**config.mk**
```make
export PLATFORM = sky130hd
export DESIGN_NAME = vending_snack_fsm
export DESIGN_NICKNAME = d
export VERILOG_FILES = /design/src/rtl/vending_pkg.sv /design/src/rtl/btn_press_det.sv /design/src/rtl/vending_snack_fsm.sv
export SDC_FILE = /design/constraint.sdc
export NUM_CORES = 1
export LEC_CHECK = 0
export ABC_AREA = 1
export ABC_CLOCK_PERIOD_IN_PS = 1600
export CORE_AREA = 3 3 40 42
export DETAILED_ROUTE_END_ITERATION = 7
export DIE_AREA = 0 0 43 45
export PLACE_DENSITY_LB_ADDON = 0.25
export SLEW_MARGIN = 0
export SYNTH_ARGS = -nofsm -noshare
export SYNTH_HDL_FRONTEND = slang
export SYNTH_SLANG_ARGS = --single-unit
export TNS_END_PERCENT = 10
```
**constraint.sdc**
```tcl
create_clock -name clk -period 1.6 [get_ports clk]
set_input_delay 0.16 -clock clk [delete_from_list [all_inputs] [get_ports clk]]
set_output_delay 0.16 -clock clk [all_outputs]
set_load 0.01 [all_outputs]
```
**src/rtl/vending_pkg.sv**
```systemverilog
// vending_pkg: shared state encoding, select codes and default prices
// for the snack vending controller.
package vending_pkg;
  typedef enum logic [2:0] {SELECT, DRINK, CHIP, INSERT, CHANGE} state_e;
  localparam logic [2:0] SEL_DRINK = 3'b001;
  localparam logic [2:0] SEL_CHIP = 3'b010;
  localparam int DEF_DRINK_PRICE = 3;
  localparam int DEF_CHIP_PRICE = 2;
endpackage

```
**src/rtl/btn_press_det.sv**
```systemverilog
// btn_press_det: one-shot press pulse from an active-low push-button.
// Ports: clk, rst (sync, active-high), btn_n (button, idle 1),
// press (high in the cycle btn_n falls; holding low gives no more pulses).
module btn_press_det (
  input  logic clk,
  input  logic rst,
  input  logic btn_n,
  output logic press
);
  logic btn_d, btn_q;
  always_comb btn_d = btn_n;
  always_ff @(posedge clk) btn_q <= rst ? 1'b1 : btn_d;
  assign press = btn_q & ~btn_n;
endmodule

```
**src/rtl/vending_snack_fsm.sv**
```systemverilog
// vending_snack_fsm: single-item vending controller returning paid - price.
// Ports: clk, rst (sync, active-high), b0 confirm (active-low),
// b1 cancel (active-low, used only with VM_CANCEL_EN defined),
// select (001 drink, 010 chip), amnt (paid amount), change (registered).
// Macro VM_CANCEL_EN: enables cancel/refund on b1.
module vending_snack_fsm
  import vending_pkg::*;
#(
  parameter int W = 3,
  parameter int DRINK_PRICE = DEF_DRINK_PRICE,
  parameter int CHIP_PRICE = DEF_CHIP_PRICE
) (
  input  logic         clk,
  input  logic         rst,
  input  logic         b0,
  input  logic         b1,
  input  logic [W-1:0] select,
  input  logic [W-1:0] amnt,
  output logic [W-1:0] change
);
  state_e state_d, state_q;
  logic [W-1:0] price_d, price_q, paid_d, paid_q, change_d, change_q;
  logic b0_p, b1_p;
  btn_press_det u_b0 (.clk(clk), .rst(rst), .btn_n(b0), .press(b0_p));
`ifdef VM_CANCEL_EN
  btn_press_det u_b1 (.clk(clk), .rst(rst), .btn_n(b1), .press(b1_p));
`else
  logic unused_b1;
  assign unused_b1 = b1;
  assign b1_p = 1'b0;
`endif
  always_comb begin
    state_d = state_q;
    price_d = price_q;
    paid_d = paid_q;
    change_d = change_q;
    // Cancel outranks a simultaneous confirm; in CHANGE it refunds the last sample.
    if (b1_p && state_q != SELECT) begin
      state_d = SELECT;
      change_d = state_q == CHANGE ? paid_q : '0;
    end else begin
      case (state_q)
        SELECT: begin
          if (select == W'(SEL_DRINK)) begin
            state_d = DRINK;
            price_d = W'(DRINK_PRICE);
            change_d = '0;
          end else if (select == W'(SEL_CHIP)) begin
            state_d = CHIP;
            price_d = W'(CHIP_PRICE);
            change_d = '0;
          end
        end
        DRINK, CHIP: state_d = b0_p ? INSERT : state_q;
        INSERT: begin
          if (b0_p) begin
            paid_d = amnt;
            state_d = CHANGE;
          end
        end
        CHANGE: begin
          if (b0_p) begin
            paid_d = amnt;
            change_d = amnt >= price_q ? amnt - price_q : '0;
            state_d = amnt >= price_q ? SELECT : CHANGE;
          end
        end
        default: state_d = SELECT;
      endcase
    end
  end
  always_ff @(posedge clk) begin
    if (rst) begin
      state_q <= SELECT;
      price_q <= '0;
      paid_q <= '0;
      change_q <= '0;
    end else begin
      state_q <= state_d;
      price_q <= price_d;
      paid_q <= paid_d;
      change_q <= change_d;
    end
  end
  assign change = change_q;
endmodule

```
==> reports/metrics.cfg <==
[setup_path]
r2r-end=change[2]$_SDFFE_PP0P_
worstSetupPathType=flip-flop to flip-flop
cp_slowest_cell=fa_1
r2r-start=price_q[0]$_SDFFE_PP0P_
cp.arrival_ns=1.64
cp-start-kind=flip-flop
endpoint_kind=flip-flop
r2r_cells=8
cp_max_fo=2
slowest_delay_ns=0.37
crit_required_ns=1.82
r2r_slack_ns=0.18
crit_path_frequent_cell=nand2_1
path_cells=ha_1 -> inv_1 -> fa_1 -> xnor2_1 -> nand3_1 -> nand2_1 -> nand2_1 -> nor2_1

[hold_path]
hold_class=flip-flop to flip-flop
hold_end=price_q[0]$_SDFFE_PP0P_
worstHoldPathCells=2
min_from=price_q[0]$_SDFFE_PP0P_

[place]
portBuffers=11
dp_hpwl_um=861
place_congestion=0.670
placed_cell_area_um2=727
dpl_worst_slack_ns=-0.115
place_inst=112

[die]
num_io_pins=13
die_w_um=43
initial_core_util=0.465
rows=13
dieHeight_um=45
core_um2=1280
fp.dieArea_um2=1940

[finish]
finalInstanceArea_um2=753
n_antenna_cell=0
seqCellArea_um2=180
multiInputGateArea_um2=350
final_cells=116
final_core_util=0.586
fillerInstances=123
syn2layout_area_growth_pct=25.9
layout-drive-gt1-share=0.168
final_nets=115

[synthesis]
syn-num-nets=99
yosys_warnings=0
synth_fa_ha_area_frac=0.0753
synth-simple-area-share=0.439
synth_top_area_cell=dfxtp_1
synth_area_leaders=dfxtp_1 30%, nand2_1 13%, inv_1 8.2%
avgSynthCellArea_um2=6.95
synth_compound_area_frac=0.0565
synth_cell_type_count=18
seq_area_frac_synth=0.301
synthesis.area_um2=598
synth_top_family_by_area=simple AND/OR/NAND/NOR gates
syn_inst=86
synth_xor_area_frac=0.0146
synth_mux_area_frac=0
yosysTopAreaCellShare=0.301
synth-seq-cells=9

[grt]
grt_overflow=0
antenna_found_initial=0
track_usage=0.139
grt_pass1_vias=484
grt_pass1_wl_um=1880
grt_start_max_net_pins=9

[clock_tree]
htree_levels=1
cts_tree=yes
post_cts_buffers=0
cts_buffers=3
ctsHoldBuffers=0
postCtsResizedCells=0
clockBufferDepth=2
clk_pin_slew_ns=0.07
clock-sinks=9
root_buffer=clkbuf_4
clock_latency_ns=0.28

[sta]
setup_tns_ns=0
slew_violations=0
finalSetupViolCount=0
hold_viol_final=0
period_share=0.890
fmax_mhz=703
post-route-min-period_ns=1.42
setup_slack_ns=0.177
tightestPinTransition_ns=0.215
rsz0062_at_grt=no
final.setup_skew_ns=0.0105
relSlewSlack=0.855
hold_ws_ns=0.474

[power]
power_uw=698
p_leak_nw=0.374
peakVddDrop_mv=0.406
p_per_area_nw_per_um2=926

[route]
route.detailed.wl_per_inst_um=9.55
antenna_left=0
via_per_inst=4.59
drc=0
finalWirelength_um=1110
drt_iter0_markers=10
vias=533
dr.pass1.iters=4

[run_status]
status=finished clean

[flow_run]
drv_cap=0

==> placed cells by master (no fill, tap or decap) <==
cell type | Yosys | routed
clkdlybuf4s50_1 | 0 | 11
a21oi_2 | 1 | 1
nand2_2 | 3 | 3
clkbuf_1 | 0 | 1
nand2_1 | 21 | 21
xnor2_1 | 1 | 1
nand3_1 | 9 | 9
inv_1 | 13 | 13
nand3b_1 | 2 | 2
inv_2 | 5 | 5
nor2_8 | 1 | 1
nand3_4 | 1 | 1
ha_1 | 2 | 2
nor2_1 | 9 | 9
fa_1 | 1 | 1
clkbuf_4 | 0 | 3
a21oi_1 | 4 | 4
nand2_4 | 2 | 2
dfxtp_1 | 9 | 9
o21ai_0 | 1 | 1
nor2_4 | 1 | 1
==> worst max-delay path, delay by kind of cell, from the launching register on <==
| family | cells | cell delay, ns |
|---|---|---|
| adders and majority gates | 2 | 0.54 |
| DFF | 1 | 0.34 |
| and+or+nand+nor | 4 | 0.28 |
| xor gates and xnor gates | 1 | 0.14 |
| buffers and inverters | 1 | 0.06 |
==> kinds of logic (layout without fill, tap and decap cells) <==
kind of cell               Yosys count  after routing
adders and majority gates            3              3
and+or+nand+nor                     49             49
DFF                                  9              9
buffers and inverters               18             33
xor gates and xnor gates             1              1
AOI/OAI and AO/OA                    6              6
==> layout make-up <==
cell class | instances | share of cell area
Multi-Input combinational cell | 59 | 0.465
Sequential cell | 9 | 0.239
Timing Repair Buffer | 11 | 0.146
Inverter | 18 | 0.0897
Clock buffer | 4 | 0.0349
Tap cell | 15 | 0.0249
==> report_power, final <==
part / internal (mW) / switching (mW)
Sequential: 0.250 / 0.0136
Clock: 0.0965 / 0.0884
Combinational: 0.103 / 0.146
Total: 0.449 / 0.248
==> synth_stat cells <==
master,n
nand2_4,2
nand2_1,21
xnor2_1,1
o21ai_0,1
ha_1,2
nand3b_1,2
nor2_4,1
inv_1,13
a21oi_2,1
fa_1,1
nand2_2,3
dfxtp_1,9
nor2_1,9
a21oi_1,4
nand3_1,9
nand3_4,1
inv_2,5
nor2_8,1
==> worst max-delay path by stage <==
stage,startpoint,to,slack [ns],depth (start not counted)
after floorplan,price_q[0]$_SDFFE_PP0P_,change[2]$_SDFFE_PP0P_,0.29,8
after global placement,amnt[0],change[1]$_SDFFE_PP0P_,-0.07,9
after detailed placement,amnt[0],change[2]$_SDFFE_PP0P_,-0.12,10
after CTS,price_q[0]$_SDFFE_PP0P_,change[2]$_SDFFE_PP0P_,0.17,8
after global routing,price_q[0]$_SDFFE_PP0P_,change[2]$_SDFFE_PP0P_,0.06,8
final,price_q[0]$_SDFFE_PP0P_,change[2]$_SDFFE_PP0P_,0.18,8
==> flip-flops by register name (all words and copies together) (netlist names) <==
register and flops:
change 3, u_b0.btn_q 1, state_q 3, price_q 2
==> per-layer routing <==
layer | wire [um] | GRT usage | vias to the layer above | part of all wire
li1 | - | - | 291 | -
met1 | 530 | 0.164 | 220 | 0.48
met2 | 461 | 0.198 | 17 | 0.42
met3 | 79 | 0.0598 | 5 | 0.071
met4 | 36 | 0.108 | 0 | 0.032
met5 | 0 | 0 | - | 0
Power figures use the tool's default switching activity.
